`src/rtl/pipe_hazard_unit.sv`:
```
// Hazard/forwarding controller beside ID: in-flight destination scoreboard, load-use stall,
// memory-wait freeze with timeout, ID flush. Optional perf counters via `define HAZARD_PERF_EN.

module pipe_hazard_match #(
  parameter int REG_ADDR_W = 5
) (
  input  logic                  i_vld,
  input  logic [REG_ADDR_W-1:0] i_dest,
  input  logic [REG_ADDR_W-1:0] i_rs,
  input  logic [REG_ADDR_W-1:0] i_rt,
  output logic                  o_rs_hit,
  output logic                  o_rt_hit
);
  logic w_live;

  // $0 is hardwired, so a write to it is never a forwarding source
  assign w_live   = i_vld & (i_dest != '0);
  assign o_rs_hit = w_live & (i_dest == i_rs);
  assign o_rt_hit = w_live & (i_dest == i_rt);
endmodule

module pipe_hazard_unit #(
  parameter int REG_ADDR_W  = 5,
  parameter int FWD_STAGES  = 3,
  parameter int MEM_TIMEOUT = 255,
  localparam int SEL_W      = $clog2(FWD_STAGES + 1)
) (
  input  logic                  clk,
  input  logic                  rst,
  input  logic                  id_valid,
  input  logic [REG_ADDR_W-1:0] id_rs,
  input  logic [REG_ADDR_W-1:0] id_rt,
  input  logic                  id_use_rs,
  input  logic                  id_use_rt,
  input  logic [REG_ADDR_W-1:0] id_dest,
  input  logic                  id_wreg,
  input  logic                  id_is_load,
  input  logic                  mem_req,
  input  logic                  mio_ready,
  input  logic                  flush_req,
  output logic                  stall_front,
  output logic                  bubble_ex,
  output logic                  freeze_all,
  output logic                  flush_id,
  output logic [SEL_W-1:0]      fwd_rs_sel,
  output logic [SEL_W-1:0]      fwd_rt_sel,
  output logic                  mem_err
`ifdef HAZARD_PERF_EN
  ,
  output logic [31:0]           perf_stall_cnt,
  output logic [31:0]           perf_freeze_cnt,
  output logic [31:0]           perf_flush_cnt
`endif
);
  localparam int CNT_W = $clog2(MEM_TIMEOUT + 1);
  localparam logic [0:0] S_RUN      = 1'b0;
  localparam logic [0:0] S_MEM_WAIT = 1'b1;

  // index 0 is EX (stage 1), index FWD_STAGES-1 is the oldest tracked stage
  logic [FWD_STAGES-1:0]                 r_vld_pipe;
  logic [FWD_STAGES-1:0][REG_ADDR_W-1:0] r_dest;
  logic                                  r_e1_load;
  logic [0:0]                            r_state;
  logic [CNT_W-1:0]                      r_cnt;
  logic                                  r_mem_err;

  logic [FWD_STAGES-1:0] w_rs_hit;
  logic [FWD_STAGES-1:0] w_rt_hit;
  logic [SEL_W-1:0]      w_rs_sel;
  logic [SEL_W-1:0]      w_rt_sel;
  logic                  w_freeze;
  logic                  w_lu_hit;
  logic                  w_stall;
  logic                  w_flush;
  logic                  w_e1_vld;
  logic [CNT_W-1:0]      w_cnt_nxt;
  logic                  w_timeout;

  generate
    for (genvar g = 0; g < FWD_STAGES; g++) begin : g_ent
      pipe_hazard_match #(.REG_ADDR_W(REG_ADDR_W)) u_match (
        .i_vld   (r_vld_pipe[g]),
        .i_dest  (r_dest[g]),
        .i_rs    (id_rs),
        .i_rt    (id_rt),
        .o_rs_hit(w_rs_hit[g]),
        .o_rt_hit(w_rt_hit[g])
      );
    end
  endgenerate

  // scan oldest to youngest so the nearest producer overwrites
  always_comb begin
    w_rs_sel = '0;
    w_rt_sel = '0;
    for (int k = FWD_STAGES - 1; k >= 0; k--) begin
      if (w_rs_hit[k]) w_rs_sel = SEL_W'(k + 1);
      if (w_rt_hit[k]) w_rt_sel = SEL_W'(k + 1);
    end
  end

  assign w_freeze = ~mio_ready & ((r_state == S_MEM_WAIT) | ((r_state == S_RUN) & mem_req));
  assign w_lu_hit = r_e1_load & ((id_use_rs & w_rs_hit[0]) | (id_use_rt & w_rt_hit[0]));
  assign w_flush  = flush_req & ~w_freeze;
  assign w_stall  = id_valid & w_lu_hit & ~flush_req & ~w_freeze;
  assign w_e1_vld = id_valid & id_wreg & ~w_flush & ~w_stall;

  assign w_cnt_nxt = r_cnt + CNT_W'(1);
  assign w_timeout = (r_state == S_MEM_WAIT) & ~mio_ready & (w_cnt_nxt == CNT_W'(MEM_TIMEOUT));

  assign freeze_all  = w_freeze;
  assign stall_front = w_stall;
  assign bubble_ex   = w_stall;
  assign flush_id    = w_flush;
  assign fwd_rs_sel  = w_freeze ? '0 : w_rs_sel;
  assign fwd_rt_sel  = w_freeze ? '0 : w_rt_sel;
  assign mem_err     = r_mem_err;

  // only EX needs the load flag: by MEM the loaded value is forwardable
  always_ff @(posedge clk) begin
    if (rst) begin
      r_vld_pipe <= '0;
      r_dest     <= '0;
      r_e1_load  <= 1'b0;
    end else if (!w_freeze) begin
      r_vld_pipe <= {r_vld_pipe[FWD_STAGES-2:0], w_e1_vld};
      r_dest     <= {r_dest[FWD_STAGES-2:0], id_dest};
      r_e1_load  <= id_is_load;
    end
  end

  always_ff @(posedge clk) begin
    if (rst) begin
      r_state   <= S_RUN;
      r_cnt     <= '0;
      r_mem_err <= 1'b0;
    end else begin
      r_mem_err <= w_timeout;
      if (r_state == S_RUN) begin
        if (mem_req && !mio_ready) begin
          r_state <= S_MEM_WAIT;
          r_cnt   <= '0;
        end
      end else begin
        if (mio_ready || w_timeout) begin
          r_state <= S_RUN;
          r_cnt   <= '0;
        end else begin
          r_cnt <= w_cnt_nxt;
        end
      end
    end
  end

`ifdef HAZARD_PERF_EN
  logic [31:0] r_stall_cnt;
  logic [31:0] r_freeze_cnt;
  logic [31:0] r_flush_cnt;

  always_ff @(posedge clk) begin
    if (rst) begin
      r_stall_cnt  <= '0;
      r_freeze_cnt <= '0;
      r_flush_cnt  <= '0;
    end else begin
      if (w_stall  && (r_stall_cnt  != '1)) r_stall_cnt  <= r_stall_cnt  + 32'd1;
      if (w_freeze && (r_freeze_cnt != '1)) r_freeze_cnt <= r_freeze_cnt + 32'd1;
      if (w_flush  && (r_flush_cnt  != '1)) r_flush_cnt  <= r_flush_cnt  + 32'd1;
    end
  end

  assign perf_stall_cnt  = r_stall_cnt;
  assign perf_freeze_cnt = r_freeze_cnt;
  assign perf_flush_cnt  = r_flush_cnt;
`endif

endmodule
```
`config.mk`:
```
export PLATFORM = sky130hd
export DESIGN_NAME = pipe_hazard_unit
export DESIGN_NICKNAME = d
export VERILOG_FILES = /design/src/rtl/pipe_hazard_unit.sv
export SDC_FILE = /design/constraint.sdc
export NUM_CORES = 1
export LEC_CHECK = 0
export BUFFER_PORTS_ARGS = -buffer_cell sky130_fd_sc_hd__buf_2
export CORE_UTILIZATION = 35
export CTS_CLUSTER_DIAMETER = 150
export DETAILED_ROUTE_END_ITERATION = 7
export GPL_TIMING_DRIVEN = 0
export PLACE_DENSITY = 0.65
export SYNTH_ARGS = -nofsm -noshare
export SYNTH_HDL_FRONTEND = slang
export SYNTH_SLANG_ARGS = --single-unit
```
`constraint.sdc`:
```
create_clock -name clk -period 5.4 [get_ports clk]
set_input_delay 0 -clock clk [delete_from_list [all_inputs] [get_ports clk]]
set_output_delay 0 -clock clk [all_outputs]
set_load 0.03 [all_outputs]
```
==> run metrics <==
Final Net Count 293; delay of the slowest critical-path stage roughly 0.52 ns; Post-CTS Setup Repair Bufs 0; Synth Flop Type dfxtp_1; top post-synthesis cells by count 49 x nand2_1, 29 x dfxtp_1, 24 x a21oi_1; Crit Path Category flip-flop to output pin; Ports 34; row cnt 25; Clk pin slew, worst setup/hold paths ~0.060 ns; CP arrival around 2.3 ns; Highest Clock Rate 0.433 GHz; Storage cell area 581 um2; Initial Utilization 0.366; post_cts resized 0; FF+latch count, synth 29; Worst Path Max Fanout 5; DRT Wirelength slightly above 4000 um; Via density approximately 4.9; crit path cell chain or4_1 > o21ai_0 > nor4_1 > a22o_1 > and3_1 > buf_4 > buf_2; max-capacitance violation count 0; core area roughly 4700 um2; Setup-failing EPs final 0; PortBufs 32; part of the cycle the worst path needs 0.428; CTS Sinks 29; area of the multi-input gates between 1000 and 1500 um2; length of the first detailed-routing pass in iterations 4; final count of hold timing violations 0; cts bufs inserted 5; Syn Area/Cell just under 8 um2; first-pass GRT wire length 7040 um; Skew-Pair Late Insertion Delay approximately 0.28 ns; outcome finished clean; P_leak roughly 0.81 nW; Fill cells ~480; number of DRC markers in iteration 0 47; die area 5220 um2; Die Height about 72 um; Min Hold Slack 0.0301 ns; Synth Cell Area 1730 um2; slowest CP cell or4_1; number of global-route vias before repair 1542; cell count after synthesis around 220; Final TNS setup 0 ns; Max Transition Viols Final 0; Rel. slew slack 0.568; clock root cell clkbuf_8; GRT Overall Usage 0.175; Required @ worst endpoint between 5 and 6 ns; Antenna Nets Post-Route 0; Post-synth EDFFs 0; Synthesized Nets approximately 250; DP Wirelength 3170 um; Die Wd approximately 72 um; Ys Warns 0; ratio of cells with drive above 1 in the final layout 0.177; initial antenna violation count 0; Hold Crit Class input port to flip-flop; unrepaired setup endpoints after global routing no; most frequent cell after synthesis nand2_1; synth top area cells dfxtp_1 34%, nand2_1 11%, xnor2_1 10%; WL/cell around 12 um; pwr/cell area about 240 nW/um2; vias between 1.5k and 2k; ANT cells 0; Crit. End Element output pin; CTS tree yes; H-tree depth 2; largest net degree at the start of global routing 11; maximum vdd ir drop 95.9 uV; reg2reg setup slack about 3.4 ns; Remaining DRCs 0; startpoint type of the worst setup path flip-flop; post-synth top area share 0.336; worst slew pin tran 0.642 ns; post-synth cell types 38; GR Overflow Total 0; most area-hungry cell type in the Yosys netlist dfxtp_1; min cycle time layout about 2.3 ns; sequential fraction of the synthesis area 0.336; Max clock buf depth 2; Routability Congestion 0.850; Worst Clk Skew between 0.009 and 0.01 ns; FFs w/ async S/R, synth 0; Area Growth Syn to Fin 23.6%
-- final timing paths --
kind	endpoint	depth (start not counted)	start
min	r_vld_pipe[0]	3	id_wreg
min reg2reg	r_e1_load	2	r_e1_load
max	stall_front	7	r_dest[0]
max reg2reg	r_cnt[6]	5	r_cnt[0]
-- cells by family after synthesis --
logic type                 share of synthesized area
and+or+nand+nor                                0.286
AOI/OAI and AO/OA                              0.148
xor gates and xnor gates                       0.178
DFF                                            0.336
buffers and inverters                         0.0326
adders and majority gates                     0.0145
muxes                                        0.00580
-- report_power, final --
| part | switching, mW | internal, mW |
|---|---|---|
| clock network | 0.0769 | 0.134 |
| logic | 0.0338 | 0.0305 |
| registers | 0.0104 | 0.221 |
| total | 0.121 | 0.385 |
-- state kept, by name (all words and copies together) (netlist names) --
name        flops
r_vld_pipe      3
r_cnt           8
mem_err         1
r_e1_load       1
r_dest         15
r_state         1
-- critical path, delay by kind of cell, from the launching register on --
| kind | cells | cell delay [ns] |
|---|---|---|
| buffers and inverters | 2 | 0.28 |
| AOI/OAI and AO/OA | 2 | 0.53 |
| and+or+nand+nor | 3 | 0.86 |
| DFF | 1 | 0.36 |
-- cells in the final DEF, fill, tap and decap left out, drive strengths merged, types with 5 or more instances in the layout --
cell / instances
nor3: 5
clkbuf: 11
nor2: 7
or4: 7
a21oi: 24
nand3: 11
xnor2: 20
nand2: 49
buf: 35
nor4: 5
dfxtp: 29
xor2: 15
o21ai: 8
dlygate4sd3: 6
-- final cells by class --
class | count | share of cell area
Multi-Input combinational cell | 179 | 0.511
Sequential cell | 29 | 0.272
Timing Repair Buffer | 38 | 0.103
Tap cell | 67 | 0.0393
Clock buffer | 5 | 0.0322
Buffer | 9 | 0.0193
Clock inverter | 2 | 0.0164
Inverter | 4 | 0.00703
-- repair_timing --
action,4_1_cts,5_1_grt
hold buffers,6,0
setup endpoints to repair,0,0
hold endpoints to repair,6,0
-- stage by stage --
| stage | instance area, um2 | setup WS (ns) | utilization | cells | power, mW |
|---|---|---|---|---|---|
| floorplan | 1730 | 3.50 | - | 221 | 0.273 |
| global placement | 1970 | 3.35 | 0.417 | 320 | 0.296 |
| detailed placement | 1970 | 3.35 | 0.417 | 320 | 0.297 |
| CTS | 2130 | 3.05 | 0.452 | 333 | 0.514 |
| global route | 2130 | 2.91 | 0.452 | 333 | 0.534 |
| finish | 2130 | 3.09 | 0.452 | 333 | 0.506 |
-- routing by layer --
layer	global-route usage	vias up	wire length, um
met1	0.218	730	2000
met3	0.0389	4	183
met5	0	-	0
met2	0.297	37	1890
li1	-	859	-
met4	0.0654	0	58
Power figures use the tool's default switching activity.
